### config.mk
export PLATFORM = sky130hd
export DESIGN_NAME = acc_classifier
export DESIGN_NICKNAME = d
export VERILOG_FILES = /design/src/rtl/acc_classifier.sv
export SDC_FILE = /design/constraint.sdc
export NUM_CORES = 2
export LEC_CHECK = 0
export CAP_MARGIN = 20
export CORE_UTILIZATION = 57
export DETAILED_ROUTE_END_ITERATION = 10
export PLACE_DENSITY = 0.73
export SETUP_SLACK_MARGIN = 0.4
export SKIP_LAST_GASP = 1
export SYNTH_ARGS = -nofsm -noshare
export SYNTH_HDL_FRONTEND = slang
export SYNTH_SLANG_ARGS = --single-unit
### constraint.sdc
create_clock -name clk_i -period 12.4 [get_ports clk_i]
set_input_delay 2.48 -clock clk_i [delete_from_list [all_inputs] [get_ports clk_i]]
set_output_delay 2.48 -clock clk_i [all_outputs]
set_load 0.05 [all_outputs]
### src/rtl/acc_classifier.sv
// Linear classifier: collects N_BEAT beats of 4 signed int8 features, scores N_CLASS
// classes with 4 MACs/cycle and reports the argmax. Optional per-class bias: ACC_CLASSIFIER_BIAS_EN.
module acc_classifier #(
  parameter int unsigned N_CLASS = 10,
  parameter int unsigned N_BEAT  = 4
) (
  input  logic        clk_i,
  input  logic        rst,
  input  logic        in_valid,
  input  logic [15:0] in_rm,
  input  logic [15:0] in_rn,
  input  logic        wt_we,
  input  logic [7:0]  wt_addr,
  input  logic [7:0]  wt_data,
`ifdef ACC_CLASSIFIER_BIAS_EN
  input  logic        bias_we,
  input  logic [3:0]  bias_addr,
  input  logic [15:0] bias_data,
`endif
  output logic [3:0]  predict,
  output logic        acc_done,
  output logic        busy,
  output logic        drop_err
);

  localparam int unsigned N_FEAT = 4 * N_BEAT;
  localparam int unsigned N_W    = N_CLASS * N_FEAT;
  localparam int unsigned BW     = (N_BEAT > 1) ? $clog2(N_BEAT) : 1;
  localparam int unsigned FA_W   = $clog2(N_FEAT);
  localparam int unsigned SW     = 24;

  typedef enum logic [1:0] {S_IDLE, S_COLLECT, S_COMPUTE, S_DONE} state_t;

  state_t                  r_state;
  logic [BW-1:0]           r_beat;
  logic [BW-1:0]           r_grp;
  logic [3:0]              r_cls;
  logic signed [SW-1:0]    r_score;
  logic signed [SW-1:0]    r_max;
  logic [3:0]              r_best;
  logic [3:0]              r_predict;
  logic                    r_acc_done;
  logic                    r_busy;
  logic                    r_drop_err;

  logic signed [7:0]       r_wt   [0:255];
  logic signed [7:0]       r_feat [0:(2**FA_W)-1];

  logic                    w_busy_st;
  logic                    w_idle_st;
  logic [BW-1:0]           w_wr_beat;
  logic signed [7:0]       w_f [4];
  logic signed [7:0]       w_w [4];
  logic signed [15:0]      w_p [4];
  logic signed [SW-1:0]    w_base;
  logic signed [SW-1:0]    w_sum;
  logic                    w_better;
  logic                    w_grp_last;
  logic                    w_cls_last;

  assign w_busy_st  = (r_state == S_COLLECT) || (r_state == S_COMPUTE);
  assign w_idle_st  = (r_state == S_IDLE) || (r_state == S_DONE);
  assign w_wr_beat  = w_idle_st ? '0 : r_beat;
  assign w_grp_last = (r_grp == BW'(N_BEAT - 1));
  assign w_cls_last = (r_cls == 4'(N_CLASS - 1));

`ifdef ACC_CLASSIFIER_BIAS_EN
  logic signed [15:0] r_bias [0:15];

  always_ff @(posedge clk_i) begin
    if (bias_we && w_idle_st && (32'(bias_addr) < N_CLASS))
      r_bias[bias_addr] <= bias_data;
  end

  assign w_base = (r_grp == '0) ? SW'(r_bias[r_cls]) : r_score;
`else
  assign w_base = (r_grp == '0) ? '0 : r_score;
`endif

  // One beat group of one class per cycle: 4 parallel signed MACs
  always_comb begin
    w_sum = w_base;
    for (int j = 0; j < 4; j++) begin
      w_f[j] = r_feat[FA_W'({r_grp, 2'(j)})];
      w_w[j] = r_wt[8'(32'(r_cls) * N_FEAT + 32'({r_grp, 2'(j)}))];
      w_p[j] = w_f[j] * w_w[j];
      w_sum  = w_sum + SW'(w_p[j]);
    end
    w_better = (r_cls == 4'd0) || (w_sum > r_max);
  end

  // Weight and feature storage: deliberately not reset
  always_ff @(posedge clk_i) begin
    if (wt_we && w_idle_st && (32'(wt_addr) < N_W))
      r_wt[wt_addr] <= wt_data;
    if (in_valid && (w_idle_st || (r_state == S_COLLECT))) begin
      r_feat[FA_W'({w_wr_beat, 2'd0})] <= in_rm[15:8];
      r_feat[FA_W'({w_wr_beat, 2'd1})] <= in_rm[7:0];
      r_feat[FA_W'({w_wr_beat, 2'd2})] <= in_rn[15:8];
      r_feat[FA_W'({w_wr_beat, 2'd3})] <= in_rn[7:0];
    end
  end

  always_ff @(posedge clk_i) begin
    if (rst) begin
      r_state    <= S_IDLE;
      r_beat     <= '0;
      r_grp      <= '0;
      r_cls      <= '0;
      r_score    <= '0;
      r_max      <= '0;
      r_best     <= '0;
      r_predict  <= '0;
      r_acc_done <= 1'b0;
      r_busy     <= 1'b0;
      r_drop_err <= 1'b0;
    end else begin
`ifdef ACC_CLASSIFIER_BIAS_EN
      if ((wt_we || bias_we) && w_busy_st) r_drop_err <= 1'b1;
`else
      if (wt_we && w_busy_st) r_drop_err <= 1'b1;
`endif
      if (in_valid && (r_state == S_COMPUTE)) r_drop_err <= 1'b1;

      case (r_state)
        S_IDLE, S_DONE: begin
          if (in_valid) begin
            r_acc_done <= 1'b0;
            r_busy     <= 1'b1;
            r_beat     <= BW'(1);
            r_cls      <= '0;
            r_grp      <= '0;
            r_state    <= (N_BEAT == 1) ? S_COMPUTE : S_COLLECT;
          end
        end
        S_COLLECT: begin
          if (in_valid) begin
            r_beat <= BW'(r_beat + 1'b1);
            if (r_beat == BW'(N_BEAT - 1)) r_state <= S_COMPUTE;
          end
        end
        S_COMPUTE: begin
          if (w_grp_last) begin
            r_grp <= '0;
            if (w_better) begin
              r_max  <= w_sum;
              r_best <= r_cls;
            end
            // Final class: the argmax resolves on the same edge as its last MAC
            if (w_cls_last) begin
              r_predict  <= w_better ? r_cls : r_best;
              r_acc_done <= 1'b1;
              r_busy     <= 1'b0;
              r_cls      <= '0;
              r_state    <= S_DONE;
            end else begin
              r_cls <= 4'(r_cls + 1'b1);
            end
          end else begin
            r_grp   <= BW'(r_grp + 1'b1);
            r_score <= w_sum;
          end
        end
        default: r_state <= S_IDLE;
      endcase
    end
  end

  assign predict  = r_predict;
  assign acc_done = r_acc_done;
  assign busy     = r_busy;
  assign drop_err = r_drop_err;

endmodule

==> flow_summary.yaml <==
timing:
  min_period_over_period_pct: 94.2
  hold_viol: 0
  tns_ns: 0
  slew_headroom_pct: 23.4
  min_period_ns: 11.68
  drv_slew: 0
  fmax_mhz: 85.6
  finalSetupViolations: 0
  tightestPinTransition_ns: 1.14
  finClkSkew_ns: 0.0428
  grt_setup_unrepaired: "no"
cells_and_area:
  drive_above_1_share_pct: 19.3
  fin_nets: 6590
  syn_to_final_growth_pct: 14.2
  fin_area_um2: 114000
synthesis:
  ys_ff_latch: 2247
  syn_inst: 5024
  yosysWarningCount: 0
  synthArstFlopShare_pct: 0
  yosysSeqAreaShare_pct: 67.1
  synth_area_leaders: "edfxtp_1 66%, mux4_2 16%, fa_1 7.9%"
  synthFlopType: "edfxtp_1"
  synth-edff-count: 2176
  syn-mean-instance-area_um2: 19.8
  ys_types: 59
  synth_largest_area_cell: "edfxtp_1"
  syn_area_um2: 99500
  synth_top_area_share_pct: 65.7
cts:
  cts_buffers: 213
  postCtsHoldBufs: 0
  cts_sinks: 2247
  path_clk_slew_ns: 0.06
  root_buffer: "clkbuf_16"
  worstSkewPairLatency_ns: 0.85
  cts_tree: "done"
  clockBufferDepth: 3
  h-tree-depth: 4
worst_setup_path:
  path_delay_family: "adder cells"
  worstSetupPathType: "reg -> reg"
  cp.required_ns: 13.10
  cp_slowest_cell: "mux4_2"
  crit_fanout: 19
  crit_buf_inv: 11
  start_kind: "flip-flop"
  cp-end-kind: "flip-flop"
  critPathArrivalTime_ns: 12.38
  slowest_delay_ns: 0.67
  rrSetupSlack_ns: 0.72
  crit_top_cell: "fa_1"
floorplan:
  die_x_um: 420
  die_h_um: 420
  start_util_pct: 57.7
  core_um2: 172000
  num_rows: 152
  dieArea_um2: 176000
  io_pins: 59
job:
  drv_cap: 0
place:
  gp_congestion: 0.856
  port_buffers: 58
  dp_hpwl_um: 135000
  dpl_cell_area_um2: 106000
grt:
  grt-ovfl-total: 0
  grt_max_degree: 146
  grt_pass1_vias: 49576
  grt_pass1_wl_um: 310000
  grt_antenna_before_repair: 8
  grt_use_total_pct: 24.0
route:
  firstDrtPassIters: 7
  wl_per_cell_um: 24.2
  viasPerCell: 5.67
  antenna_left: 0
  route.vias.total: 48144
  drt_wl_total_um: 206000
  drc: 0
  drt_iter0_markers: 4360
outcome:
  status: "finished, final reports clean"
hold_path:
  holdCritPathClass: "reg -> reg"
## registers in the layout, summed over array words and instances (netlist names), named ones only
signal	count
r_score	24
acc_done	1
drop_err	1
r_feat	128
r_grp	2
busy	1
r_cls	4
r_wt	2048
r_beat	2
r_best	4
r_max	24
predict	4
r_state	2
## metal layers
metal | vias up | global-route usage (%) | part of all wire (%)
met4 | 8 | 6.29 | 2.4
met2 | 1645 | 39.7 | 51
met1 | 25570 | 33.4 | 40
met3 | 284 | 3.96 | 6.5
li1 | 20637 | - | -
met5 | - | 0 | 0.027
## synthesized netlist by cell type (all sizes together), types with 3 or more instances
| cell | count |
|---|---|
| a21o | 11 |
| nor3 | 10 |
| o311ai | 3 |
| and3 | 6 |
| dfxtp | 71 |
| o21bai | 4 |
| xnor2 | 22 |
| buf | 98 |
| o2111ai | 4 |
| inv | 472 |
| mux2i | 29 |
| a22oi | 3 |
| nand2b | 37 |
| nand3b | 6 |
| nor2 | 243 |
| o21ai | 29 |
| nor2b | 16 |
| mux4 | 701 |
| nand2 | 158 |
| xor2 | 7 |
| or2 | 6 |
| o21a | 7 |
| a21oi | 48 |
| ha | 142 |
| mux2 | 3 |
| edfxtp | 2176 |
| a211oi | 14 |
| a32oi | 6 |
| fa | 394 |
| nand3 | 18 |
| nand4 | 7 |
| clkbuf | 102 |
| and2 | 144 |
## worst reg2reg max path: cells and delay by family (launching register included)
kind	cells	cell delay, ns
AO/OA/AOI/OAI	5	1.15
AND/OR/NAND/NOR	9	1.57
multiplexers	4	1.93
flip-flops	1	0.47
adder cells (fa/ha/maj)	10	4.77
buffers and inverters	11	1.67
## cells by family (layout without fill, tap and decap cells)
kind of cell | after synthesis | after routing | synth area share (%)
AND/OR/NAND/NOR | 662 | 662 | 3.14
multiplexers | 733 | 733 | 16.2
AO/OA/AOI/OAI | 143 | 143 | 0.924
XOR/XNOR | 29 | 29 | 0.255
other | 1 | 772 | 0.00377
adder cells (fa/ha/maj) | 536 | 536 | 9.71
flip-flops | 2247 | 2247 | 67.1
buffers and inverters | 673 | 1065 | 2.69
## cells in the final DEF (no fill, tap or decap), types with 7 or more instances in the layout
cell type / instances
a211oi_1: 14
a21o_1: 11
a21oi_1: 48
and2_1: 141
buf_12: 31
buf_4: 94
buf_6: 14
bufinv_16: 22
clkbuf_1: 46
clkbuf_16: 216
clkdlybuf4s50_1: 49
clkinv_1: 45
clkinv_2: 43
conb_1: 768
dfxtp_1: 65
edfxtp_1: 2176
fa_1: 388
ha_1: 142
inv_1: 472
mux2i_1: 29
mux4_2: 701
nand2_1: 155
nand2b_1: 37
nand3_1: 17
nand4_1: 7
nor2_1: 241
nor2b_1: 16
nor3_1: 10
o21a_1: 7
o21ai_0: 25
xnor2_1: 22
xor2_1: 7
## area by class of cell
class                           instances  area [µm²]
Sequential cell                      2247       66800
Fill cell                           11499       58900
Multi-Input combinational cell       2871       33100
Clock buffer                          266        5610
Tap cell                             2310        2890
Timing Repair Buffer                  196        2150
Inverter                              473        1780
Clock inverter                        130        1340
Antenna cell                            4        10.0
## through the flow
| step | instances | setup WS (ns) | util, % | hold slack [ns] |
|---|---|---|---|---|
| after detailed placement | 8069 | 0.401 | 61.6 | 0.445 |
| final | 8497 | 0.719 | 65.9 | 0.455 |
| after global placement | 8069 | 0.548 | 61.6 | 0.439 |
| after floorplan | 5791 | 1.40 | - | 0.432 |
| after global routing | 8495 | 0.303 | 65.9 | 0.476 |
| after CTS | 8465 | 0.432 | 65.6 | 0.454 |
## worst paths after layout
check | cells past startpoint | from | endpoint
max | 39 | r_grp[0] | r_max[5]
min | 2 | r_score[7] | r_score[7]
max reg2reg | 39 | r_grp[0] | r_max[5]
min reg2reg | 2 | r_score[7] | r_score[7]
## what timing repair did
| item | 4_1_cts | 5_1_grt |
|---|---|---|
| endpoints found under the hold margin | 0 | 0 |
| cloned | 0 | 2 |
| setup buffers | 0 | 23 |
| setup endpoints to repair | 1 | 32 |
| gates resized for setup | 1 | 26 |
| pin swaps | 0 | 1 |
Power is not shown: default switching activity piles up to over one toggle a cycle in this logic, so the estimate is an artifact.
